==> src/rtl/press_decoder.sv <==
// press_decoder: turns the debounced button level into single-cycle events.
// The events are a short press, a long press and auto-repeat while the button
// stays down, plus a held level.
// After reset the block waits for the button to be seen released, so a button
// that is already down when reset ends produces no events.
module press_decoder #(
    parameter int LONG_CYCLES   = 8,
    parameter int REPEAT_CYCLES = 4
) (
    input  logic clk,
    input  logic reset,
    input  logic inButton,
    output logic shortPress,
    output logic longPress,
    output logic repeatPulse,
    output logic held
);

    localparam int HW = $clog2(LONG_CYCLES + 1);
    localparam int RW = $clog2(REPEAT_CYCLES + 1);
    localparam logic [HW-1:0] HOLD_LAST = HW'(LONG_CYCLES);
    localparam logic [RW-1:0] REP_LAST  = RW'(REPEAT_CYCLES);

    typedef enum logic [1:0] {
        ARMWAIT = 2'd0,
        IDLE    = 2'd1,
        PRESSED = 2'd2,
        LONG    = 2'd3
    } state_t;

    state_t        state_q, state_d;
    logic [HW-1:0] hold_q, hold_d;
    logic [RW-1:0] rep_q, rep_d;
    logic          short_q, short_d;
    logic          long_q, long_d;
    logic          repeat_q, repeat_d;
    logic          held_q, held_d;

    logic [HW-1:0] hold_inc;
    logic [RW-1:0] rep_inc;
    logic          hold_done;
    logic          rep_done;

    // Incremented counters and their terminal-count tests, shared by both comb blocks.
    always_comb begin
        hold_inc  = hold_q + HW'(1);
        rep_inc   = rep_q + RW'(1);
        hold_done = (hold_inc == HOLD_LAST);
        rep_done  = (rep_inc == REP_LAST);
    end

    // State, hold counter and repeat counter registers.
    // All of them clear asynchronously when reset is low.
    always_ff @(posedge clk or negedge reset) begin
        if (!reset) begin
            state_q <= ARMWAIT;
            hold_q  <= '0;
            rep_q   <= '0;
        end else begin
            state_q <= state_d;
            hold_q  <= hold_d;
            rep_q   <= rep_d;
        end
    end

    // Next-state logic.
    // The hold counter freezes once LONG is entered, so an endless hold cannot wrap.
    always_comb begin
        state_d = state_q;
        hold_d  = hold_q;
        rep_d   = rep_q;
        unique case (state_q)
            ARMWAIT: begin
                if (!inButton) state_d = IDLE;
            end
            IDLE: begin
                if (inButton) begin
                    state_d = PRESSED;
                    hold_d  = HW'(1);
                end
            end
            PRESSED: begin
                if (!inButton) begin
                    state_d = IDLE;
                end else if (hold_done) begin
                    state_d = LONG;
                    hold_d  = hold_inc;
                    rep_d   = '0;
                end else begin
                    hold_d  = hold_inc;
                end
            end
            LONG: begin
                if (!inButton) begin
                    state_d = IDLE;
                end else if (rep_done) begin
                    rep_d = '0;
                end else begin
                    rep_d = rep_inc;
                end
            end
            default: state_d = ARMWAIT;
        endcase
    end

    // Output decode.
    // Each pulse is raised on the edge that takes the qualifying sample.
    // held simply mirrors "next state is LONG".
    always_comb begin
        short_d  = 1'b0;
        long_d   = 1'b0;
        repeat_d = 1'b0;
        held_d   = (state_d == LONG);
        unique case (state_q)
            PRESSED: begin
                short_d = !inButton;
                long_d  = inButton && hold_done;
            end
            LONG: begin
                repeat_d = inButton && rep_done;
            end
            default: ;
        endcase
    end

    // Registered outputs. They drop to 0 immediately when reset goes low.
    always_ff @(posedge clk or negedge reset) begin
        if (!reset) begin
            short_q  <= 1'b0;
            long_q   <= 1'b0;
            repeat_q <= 1'b0;
            held_q   <= 1'b0;
        end else begin
            short_q  <= short_d;
            long_q   <= long_d;
            repeat_q <= repeat_d;
            held_q   <= held_d;
        end
    end

    assign shortPress  = short_q;
    assign longPress   = long_q;
    assign repeatPulse = repeat_q;
    assign held        = held_q;

endmodule
==> config.mk <==
export PLATFORM = sky130hd
export DESIGN_NAME = press_decoder
export DESIGN_NICKNAME = d
export VERILOG_FILES = /design/src/rtl/press_decoder.sv
export SDC_FILE = /design/constraint.sdc
export NUM_CORES = 1
export LEC_CHECK = 0
export BUFFER_PORTS_ARGS = -buffer_cell sky130_fd_sc_hd__buf_2
export CAP_MARGIN = 20
export CORE_MARGIN = 2
export CORE_UTILIZATION = 42
export CTS_CLUSTER_DIAMETER = 100
export CTS_CLUSTER_SIZE = 16
export DETAILED_ROUTE_END_ITERATION = 16
export PLACE_DENSITY = 0.71
export RECOVER_POWER = 25
export SYNTH_ARGS = -nofsm -noshare
export SYNTH_HDL_FRONTEND = slang
export SYNTH_SLANG_ARGS = --single-unit
==> constraint.sdc <==
create_clock -name clk -period 1.43 [get_ports clk]
set_input_delay 0.286 -clock clk [delete_from_list [all_inputs] [get_ports clk]]
set_output_delay 0.286 -clock clk [all_outputs]
set_load 0.05 [all_outputs]
==> metrics.md, run 1 <==
| Metric | Value |
|---|---|
| Die X | 46.6 µm |
| Primary FF master, synth | dfrtp_1 |
| Critical path class | register to register |
| First-pass GRT wire length | 2890 µm |
| Hold Crit Class | primary input to register |
| Full die area | 0.00217 mm² |
| Finished Layout Cells | 133 |
| R2R Setup Slk | -0.02 ns |
| Max-slew headroom | 0.535 |
| Skew final | 0.00240 ns |
| Vias per cell | 4.96 |
| RSZ-0062 raised after global routing | yes |
| Reg2reg end | rep_q[1] |
| Post-synth ARST share | 1.00 |
| CP max-delay cell | dfrtp_1 |
| Register area share after synthesis | 0.427 |
| Pwr dens | 1790 mW/mm² |
| Core Box Area | 0.00171 mm² |
| LEAKAGE | 0.497 nW |
| Initial antenna violation count | 0 |
| R2r startpoint | hold_q[1] |
| Final setup viols | 2 |
| CTS Root Cell | clkbuf_4 |
| Most frequent cells in the layout | 18 x buf_4, 13 x dfrtp_1, 8 x nand2_1 |
| Clock transition at the registers of the reported paths | 0.08 ns |
| DRT Pass-1 Iters | 2 |
| Rows | 15 |
| Fillers | 141 |
| Avg WL per Cell | 12.2 µm |
| H-tree levels | 1 |
| Synthesized netlist cell count | 81 |
| Max Root-Sink Buffers | 2 |
| Peak per-stage delay on the critical path | 0.44 ns |
| DRT iter0 DRCs | 11 |
| Top area cells in the synthesized netlist | dfrtp_1 43%, ha_1 11%, a21oi_1 4.6% |
| Post-placement cell count | 124 |
| Routed via count | 660 |
| Commonest non-fill, non-tap cell in the layout | buf_4 |
| Clk sinks | 13 |
| WP depth | 4 |
| Max-slew violations | 0 |
| Max-Cap Viols | 0 |
| Tightest Pin Transition | 0.698 ns |
| Number of synthesized flops with an enable pin | 0 |
| Pre-CTS worst setup slack | -0.0371 ns |
| Final period util | 1.01 |
| Multi-input logic area | 432 µm² |
| Final wirelength | 1620 µm |
| Final Hold Fails | 0 |
| Syn Nets | 91 |
| Post-synthesis cell area | 762 µm² |
| Vias in the first global route | 678 |
| Maximum clock rate | 691 MHz |
| Routability cong. | 0.846 |
| Failing checks | setup timing |
| Pin count of the biggest net entering global routing | 14 |
| Syn. warnings | 0 |
| DRC viols | 0 |
| Synth area leader | dfrtp_1 |
| Nets | 119 |
| Avg Synthesized Cell Area | 9.41 µm² |
| Reg2Reg Depth | 4 |
| I/O Buffers | 6 |
| Top cell type's share of synthesized area | 0.427 |
| Setup crit end | rep_q[1] |
| Worst Path Arrival | 1.61 ns |
| Initial Utilization | 0.446 |
| Dpl hpwl | 1170 µm |
| Worst hold stages | 2 |
| Die H | 46.6 µm |
| Register Area | 325 µm² |
| Tot GR Track Use | 0.188 |
| Max FO, Critical Path | 5 |
| Num CTS Buffers | 3 |
| Critical path, cell by cell | and3b_2 -> o211a_4 -> and2_4 -> a221o_1 |
| Clock latency on the worst-skew pair | 0.27 ns |
| Synth unique cells | 26 |
| Critical path required time | 1.59 ns |
| Area Overhead vs Synth | 32.7% |
| Crit. Startpoint | hold_q[1] |
| N_diodes | 0 |
| Worst VDD drop | 1.11 mV |
| Critical Path End Type | register |
| Num ports | 7 |
| Bufs and invs on worst path | 0 |
| Yosys reg bits | 13 |
| Startpoint Class | register |
| CP top delay family | compound AO/OA/AOI/OAI gates |
| Worst setup margin | -0.0178 ns |
| Antenna viol nets, final | 0 |
| Grt ovf | 0 |
| Share of layout cells above drive strength 1 | 0.324 |
| Fin crit period | 1.45 ns |
| CTS tree | yes |
| Status | finished, violations left |
## routing by layer
layer,global-route usage,share of wire
met4,0.0743,0.0074
met5,0,0
met1,0.245,0.47
met3,0.0314,0.021
met2,0.306,0.50
## cell type report
class	count	share of cell area
sequential	13	0.322
tap	25	0.0309
clock buffer	4	0.0260
inverter	6	0.0223
timing repair buffer	25	0.172
multi-input combinational	60	0.427
## sequential cells by signal (all words and copies together), names as in the netlist
register,cells
rep_q,3
repeatPulse,1
longPress,1
shortPress,1
hold_q,4
state_q,2
held,1
## cells in the mapped netlist (2+ instances only)
| master | count |
|---|---|
| inv_1 | 6 |
| ha_1 | 7 |
| nor2b_1 | 2 |
| a21oi_1 | 7 |
| clkbuf_1 | 2 |
| nor2_1 | 7 |
| o21ai_0 | 7 |
| nand3_1 | 2 |
| dfrtp_1 | 13 |
| a221o_1 | 2 |
| mux2i_1 | 3 |
| nand2_1 | 8 |
| a31oi_1 | 2 |
## metrics by stage
| step | power (mW) | instance area [µm²] | hold WS (ns) | TNS, ns | utilization |
|---|---|---|---|---|---|
| global route | 1.99 | 1010 | 0.368 | -0.202 | 0.592 |
| CTS | 1.74 | 972 | 0.335 | -0.0408 | 0.569 |
| finish | 1.81 | 1010 | 0.342 | -0.0331 | 0.592 |
| detailed placement | 1.48 | 921 | 0.188 | -0.0371 | 0.539 |
| global placement | 1.44 | 921 | 0.188 | 0 | 0.539 |
| floorplan | 1.13 | 762 | -0.00959 | 0 | - |
## worst min-delay path by stage
stage              from    endpoint  slack, ns
2_1_floorplan     reset        held      -0.01
3_3_place_gp      reset  state_q[1]       0.19
3_5_place_dp      reset  state_q[1]       0.19
4_1_cts        inButton  state_q[0]       0.33
5_1_grt        inButton  state_q[0]       0.37
6_report       inButton  state_q[0]       0.34
## where the power goes
| group | switching (mW) | internal (mW) |
|---|---|---|
| sequential | 0.136 | 0.485 |
| clock | 0.122 | 0.108 |
| combinational | 0.457 | 0.502 |
## logic make-up (layout without fill, tap and decap cells)
logic type,after synthesis,in the layout,share of synthesized area
buffers and inverters,8,35,0.0394
and+or+nand+nor,25,25,0.158
adders and majority gates,7,7,0.115
AOI/OAI and AO/OA,25,25,0.222
muxes,3,3,0.0394
DFF,13,13,0.427
## what timing repair did
action / CTS / global route
pin swaps: 3 / 5
hold buffers: 1 / 0
setup endpoints to repair: 2 / 8
gates resized for setup: 0 / 8
setup buffers: 2 / 2
hold endpoints to repair: 13 / 0
(Power assumes the default switching activity.)
==> inputs of run 2 (changes only) <==
--- a/config.mk
+++ b/config.mk
@@ -12,7 +12,7 @@
 export CTS_CLUSTER_DIAMETER = 100
 export CTS_CLUSTER_SIZE = 16
 export DETAILED_ROUTE_END_ITERATION = 16
-export PLACE_DENSITY = 0.71
+export PLACE_DENSITY = 0.69
 export RECOVER_POWER = 25
 export SYNTH_ARGS = -nofsm -noshare
 export SYNTH_HDL_FRONTEND = slang
==> constraint.sdc (replaced) <==
create_clock -name clk -period 1.9 [get_ports clk]
set_input_delay 0.38 -clock clk [delete_from_list [all_inputs] [get_ports clk]]
set_output_delay 0.38 -clock clk [all_outputs]
set_load 0.05 [all_outputs]
==> run 2 against run 1 <==
Effect of this change:
- the flow now finishes without violations
- clock power decreased by 26%
- combinational power decreased by 50%
- die area unchanged
- critical path depth increased by 1
- global-route usage decreased by 2.7 points
- core utilization decreased by 9.4 points
- sequential power decreased by 23%
- sequential share of layout area increased by 6.1 points
- via count decreased by 11%
- count of clock-buffer cells in the layout unchanged
- wire length decreased by 13%
- highest routed layer unchanged
==> metrics.md, run 2 (synthesis gave the netlist of run 1 again) <==
| Metric | Value |
|---|---|
| Final core utilization | 0.498 |
| Maximum clock rate | 643 MHz |
| N_diodes | 0 |
| Most frequent cells in the layout | 13 x dfrtp_1, 8 x nand2_1 |
| Vias in the first global route | 550 |
| Core Box Area | 0.00171 mm² |
| Die X | 46.6 µm |
| Max Root-Sink Buffers | 2 |
| Critical Path End Type | register |
| Vias per cell | 5.10 |
| Avg WL per Cell | 12.3 µm |
| Routed via count | 586 |
| Die H | 46.6 µm |
| Max reg flops | 4 |
| Pre-CTS worst setup slack | 0.344 ns |
| RSZ-0062 raised after global routing | no |
| Commonest non-fill, non-tap cell in the layout | dfrtp_1 |
| Worst VDD drop | 0.651 mV |
| Area Overhead vs Synth | 11.7% |
| Skew final | 0.00137 ns |
| DRC viols | 0 |
| Worst Path Arrival | 1.71 ns |
| Hold Crit Class | primary input to register |
| Setup TNS after final layout | 0 ns |
| Full die area | 0.00217 mm² |
| Cts hold-fix bufs | 1 |
| Status | complete, no violations |
| Final wirelength | 1410 µm |
| Tot GR Track Use | 0.161 |
| Clk sinks | 13 |
| Final period util | 0.819 |
| DRT iter0 DRCs | 10 |
| Post-CTS Setup Bufs | 0 |
| Max-slew headroom | 0.530 |
| Num CTS Buffers | 3 |
| Max-slew violations | 0 |
| Grt ovf | 0 |
| I/O Buffers | 6 |
| Most flops, register | hold_q |
| Tightest Pin Transition | 0.705 ns |
| Clock transition at the registers of the reported paths | 0.08 ns |
| CTS tree | yes |
| CP most frequent cell | inv_1 |
| Area after DPL | 816 µm² |
| Post-route cell area | 851 µm² |
| Peak per-stage delay on the critical path | 0.43 ns |
| Share of layout cells above drive strength 1 | 0.122 |
| Clock latency on the worst-skew pair | 0.27 ns |
| Routability cong. | 0.698 |
| Antenna viol nets, final | 0 |
| Critical path class | register to register |
| Worst setup margin | 0.344 ns |
| Biggest regs | hold_q: 4 flops, rep_q: 3 flops, state_q: 2 flops |
| Rows | 15 |
| Dpl hpwl | 1060 µm |
| First-pass GRT wire length | 2420 µm |
| Initial Utilization | 0.446 |
| Critical path required time | 2.06 ns |
| Final Hold Fails | 0 |
| CTS Root Cell | clkbuf_4 |
| Critical path, cell by cell | inv_1 -> ha_1 -> inv_1 -> o21ai_1 -> a221o_1 |
| Nets | 101 |
| DRT Pass-1 Iters | 5 |
| Pwr dens | 1330 mW/mm² |
| CP max-delay cell | dfrtp_1 |
| Initial antenna violation count | 0 |
| LEAKAGE | 0.407 nW |
| Num ports | 7 |
| H-tree levels | 1 |
| Pin count of the biggest net entering global routing | 15 |
| Final setup viols | 0 |
| Max FO, Critical Path | 8 |
| Max-Cap Viols | 0 |
| Startpoint Class | register |
| Fin crit period | 1.56 ns |
| Resized cells post-CTS | 0 |
==> run 2: metal layers <==
layer / up-vias / global-route usage / part of all wire
met2: 5 / 0.244 / 0.46
met3: 2 / 0.0235 / 0.012
met5: - / 0 / 0
li1: 302 / - / -
met4: 0 / 0.0686 / 0.0099
met1: 277 / 0.225 / 0.52
==> run 2: metrics by stage <==
stage	std cells	total power, mW	hold slack, ns
6_report	115	1.13	0.419
5_1_grt	115	1.24	0.449
4_1_cts	115	1.14	0.411
3_5_place_dp	110	0.966	0.285
3_3_place_gp	110	0.943	0.279
2_1_floorplan	81	0.850	0.0844
==> run 2: cell type report <==
type | count | area, µm²
Multi-Input combinational cell | 60 | 407
Tap cell | 25 | 31.3
Sequential cell | 13 | 325
Clock buffer | 4 | 26.3
Fill cell | 182 | 857
Inverter | 6 | 22.5
Timing Repair Buffer | 7 | 38.8
==> run 2: final timing paths <==
check / to / cells after the start / slack (ns) / from
worst max register to register: rep_q[1] / 5 / 0.34 / state_q[0]
min in group asynchronous: state_q[0] / 2 / 0.67 / reset
worst max-delay path: rep_q[1] / 5 / 0.34 / state_q[0]
worst min-delay path: shortPress / 2 / 0.42 / inButton
max in group asynchronous: hold_q[3] / 2 / 0.79 / reset
worst min register to register: rep_q[1] / 1 / 0.57 / rep_q[1]
==> run 2: critical path, delay by kind of cell, from the launching register on <==
| kind | cells | cell delay [ns] |
|---|---|---|
| compound gates | 2 | 0.46 |
| buf+inv | 2 | 0.26 |
| flops | 1 | 0.43 |
| fa+ha+maj | 1 | 0.30 |
==> run 2: where the power goes <==
part	switching, mW	total [mW]	internal [mW]
Combinational	0.270	0.480	0.210
Clock	0.0884	0.170	0.0812
Sequential	0.114	0.479	0.365
Total	0.472	1.13	0.656
==> inputs of run 3 (changes only) <==
--- a/config.mk
+++ b/config.mk
@@ -5,6 +5,7 @@
 export SDC_FILE = /design/constraint.sdc
 export NUM_CORES = 1
 export LEC_CHECK = 0
+export ABC_AREA = 1
 export BUFFER_PORTS_ARGS = -buffer_cell sky130_fd_sc_hd__buf_2
 export CAP_MARGIN = 20
 export CORE_MARGIN = 2
@@ -12,7 +13,7 @@
 export CTS_CLUSTER_DIAMETER = 100
 export CTS_CLUSTER_SIZE = 16
 export DETAILED_ROUTE_END_ITERATION = 16
-export PLACE_DENSITY = 0.69
+export PLACE_DENSITY = 0.71
 export RECOVER_POWER = 25
 export SYNTH_ARGS = -nofsm -noshare
 export SYNTH_HDL_FRONTEND = slang
==> constraint.sdc (replaced) <==
create_clock -name clk -period 1.4 [get_ports clk]
set_input_delay 0.28 -clock clk [delete_from_list [all_inputs] [get_ports clk]]
set_output_delay 0.28 -clock clk [all_outputs]
set_load 0.05 [all_outputs]
==> run 3 against run 2 <==
Effect of this change:
- the flow now finishes with violations (setup timing)
- die area decreased by 5.0%
- critical path type unchanged
- hold slack got worse by 0.18 ns
- wire length decreased by 4.5%
- critical path depth increased by 1
- worst setup slack got worse by 0.37 ns
- synthesized cell count increased by 2.5%
- register-to-register slack got worse by 0.37 ns
- via count decreased by 0.85%
- count of clock-buffer cells in the layout unchanged
==> metrics.md, run 3 <==
| Metric | Value |
|---|---|
| Clk sinks | 13 |
| Top cell type's share of synthesized area | 0.451 |
| First-pass GRT wire length | 2280 µm |
| CTS tree | yes |
| Skew final | 0.00323 ns |
| Register area share after synthesis | 0.451 |
| Hold Crit Class | primary input to register |
| Vias in the first global route | 558 |
| Routed via count | 581 |
| Final wirelength | 1350 µm |
| Vias per cell | 5.05 |
| Pre-CTS worst setup slack | -0.0145 ns |
| Full die area | 0.00206 mm² |
| Finished Layout Cells | 115 |
| DRT Pass-1 Iters | 4 |
| Synthesized netlist cell count | 83 |
| Synth Area in Compound Gates | 0.0556 |
| Num ports | 7 |
| Most instantiated cells after synthesis | 15 x inv_1, 13 x dfrtp_1, 13 x nand2_1 |
| Tot GR Track Use | 0.159 |
| Crit. Startpoint | state_q[1] |
| Min Hold Slack | 0.244 ns |
| LEAKAGE | 0.451 nW |
| Most frequent cells in the layout | 13 x nand2_1, 12 x inv_1, 12 x dfrtp_1 |
| Startpoint Class | register |
| Worst Path Arrival | 1.61 ns |
| Rows | 14 |
| Number of synthesized flops with an enable pin | 0 |
| Num CTS Buffers | 3 |
| Fraction of synthesized area in multiplexers | 0.0156 |
| Pin count of the biggest net entering global routing | 14 |
| Avg Synthesized Cell Area | 8.68 µm² |
| Commonest non-fill, non-tap cell in the layout | nand2_1 |
| Fillers | 140 |
| Core Box Area | 0.00156 mm² |
| Post-placement cell count | 107 |
| Synth area leader | dfrtp_1 |
| Clock latency on the worst-skew pair | 0.29 ns |
| H-tree levels | 1 |
| Critical Path End Type | register |
| Yosys reg bits | 13 |
| R2r startpoint | state_q[1] |
| DRC viols | 0 |
| Max-slew violations | 0 |
| Fin crit period | 1.43 ns |
| RSZ-0062 raised after global routing | yes |
| CTS Root Cell | clkbuf_4 |
| Die X | 45.4 µm |
| Synth Area in Adders | 0.122 |
| Critical path required time | 1.58 ns |
| Tightest Pin Transition | 0.685 ns |
| Post-synthesis cell area | 721 µm² |
| Max FO, Critical Path | 4 |
| Final Hold Fails | 0 |
| Syn Nets | 93 |
| HP Start | inButton |
| Setup TNS after final layout | -0.0509 ns |
| Status | finished, violations left |
| Worst VDD drop | 0.884 mV |
| N_diodes | 0 |
| Primary FF master, synth | dfrtp_1 |
| Final period util | 1.02 |
| Routability cong. | 0.817 |
| Initial antenna violation count | 0 |
| Post-synthesis share of cell area spent on xor and xnor gates | 0 |
| Failing checks | setup timing |
| Count leader, synth | inv_1 |
| Post-synthesis simple-gate area fraction | 0.266 |
| Die H | 45.4 µm |
| Largest family of logic cells by synthesized area | simple AND/OR/NAND/NOR gates |
| Grt ovf | 0 |
| Clock transition at the registers of the reported paths | 0.09 ns |
| Antenna viol nets, final | 0 |
| Critical path class | register to register |
| Tot Pwr | 1.62 mW |
| Max-slew headroom | 0.543 |
| Initial Utilization | 0.462 |
| Syn. warnings | 0 |
| Synth unique cells | 20 |
| Max reg flops | 4 |
| Biggest regs | hold_q: 4 flops, rep_q: 3 flops, state_q: 2 flops |
| Top area cells in the synthesized netlist | dfrtp_1 45%, ha_1 12%, inv_1 7.8% |
| Post-synth ARST share | 1.00 |
| Worst setup margin | -0.0270 ns |
| Max Root-Sink Buffers | 2 |
| Dpl hpwl | 949 µm |
| Share of layout cells above drive strength 1 | 0.293 |
| Most flops, register | hold_q |
| Avg WL per Cell | 11.7 µm |
| Area Overhead vs Synth | 20.0% |
| Maximum clock rate | 701 MHz |
| Pwr dens | 1880 mW/mm² |
| I/O Buffers | 6 |
| Final setup viols | 2 |
| Max-Cap Viols | 0 |
| Nets | 110 |
| DRT iter0 DRCs | 16 |
## run 3: cell types whose count changed in the layout (fill, tap and decap cells not counted), moves of 2 or more
cell and delta:
a21oi_1 -7, inv_1 +6, buf_4 +5, nand2_1 +5, nand2_2 +5, nand3_1 +5, o21ai_0 -5, inv_2 +3
mux2i_1 -3, a21oi_2 +2, a221o_1 -2, nand4_1 +2, nor2b_1 -2
## run 3: path summary, 6_finish.rpt
kind,endpoint,slack (ns),depth (start not counted)
setup / recovery,held,-0.03,6
hold / removal,shortPress,0.24,2
setup reg to reg,held,-0.03,6
hold reg to reg,rep_q[1],0.54,2
max in group asynchronous,state_q[1],0.38,2
min in group asynchronous,held,0.54,2
## run 3: cells by family after synthesis
kind of cell,Yosys count
AND/OR/NAND/NOR,38
adder cells (fa/ha/maj),7
multiplexers,1
flip-flops,13
AO/OA/AOI/OAI,7
buffers and inverters,17
## run 3: layout make-up
class,count,area (µm²),area share
multi-input cells,53,350,0.405
repair buffers,12,76.3,0.0883
clock buffers,4,26.3,0.0304
inverters,17,65.1,0.0753
well taps,16,20.0,0.0232
flip-flops and latches,13,327,0.378
## run 3: metrics by stage
stage | instance area (µm²) | util
after global placement | 786 | 0.504
after global routing | 865 | 0.555
final | 865 | 0.555
after detailed placement | 786 | 0.504
after CTS | 826 | 0.530
after floorplan | 721 | -
## run 3: critical path, cell delays in order, from the launching register on
cell     delay, ns
dfrtp_2       0.45
ha_4          0.24
or2_1         0.23
o21ai_1       0.09
nand2_1       0.09
a21oi_2       0.17
nor2_2        0.05
## run 3: repair_timing
item,in CTS,in global routing
endpoints found under the setup margin,2,7
resized for setup,1,6
buffers inserted,0,3
hold endpoints to repair,13,0
pin swaps,0,5
hold buffers,1,0
## run 3: per-layer routing
metal	track usage	vias to the layer above	share of wire
li1	-	297	-
met1	0.180	271	0.47
met2	0.262	10	0.48
met3	0.0476	3	0.026
met4	0.0882	0	0.019
met5	0	-	0
## run 3: report_power, final
part	total (mW)	internal (mW)	switching, mW
logic	0.790	0.326	0.464
registers	0.586	0.487	0.0987
clock network	0.246	0.111	0.135
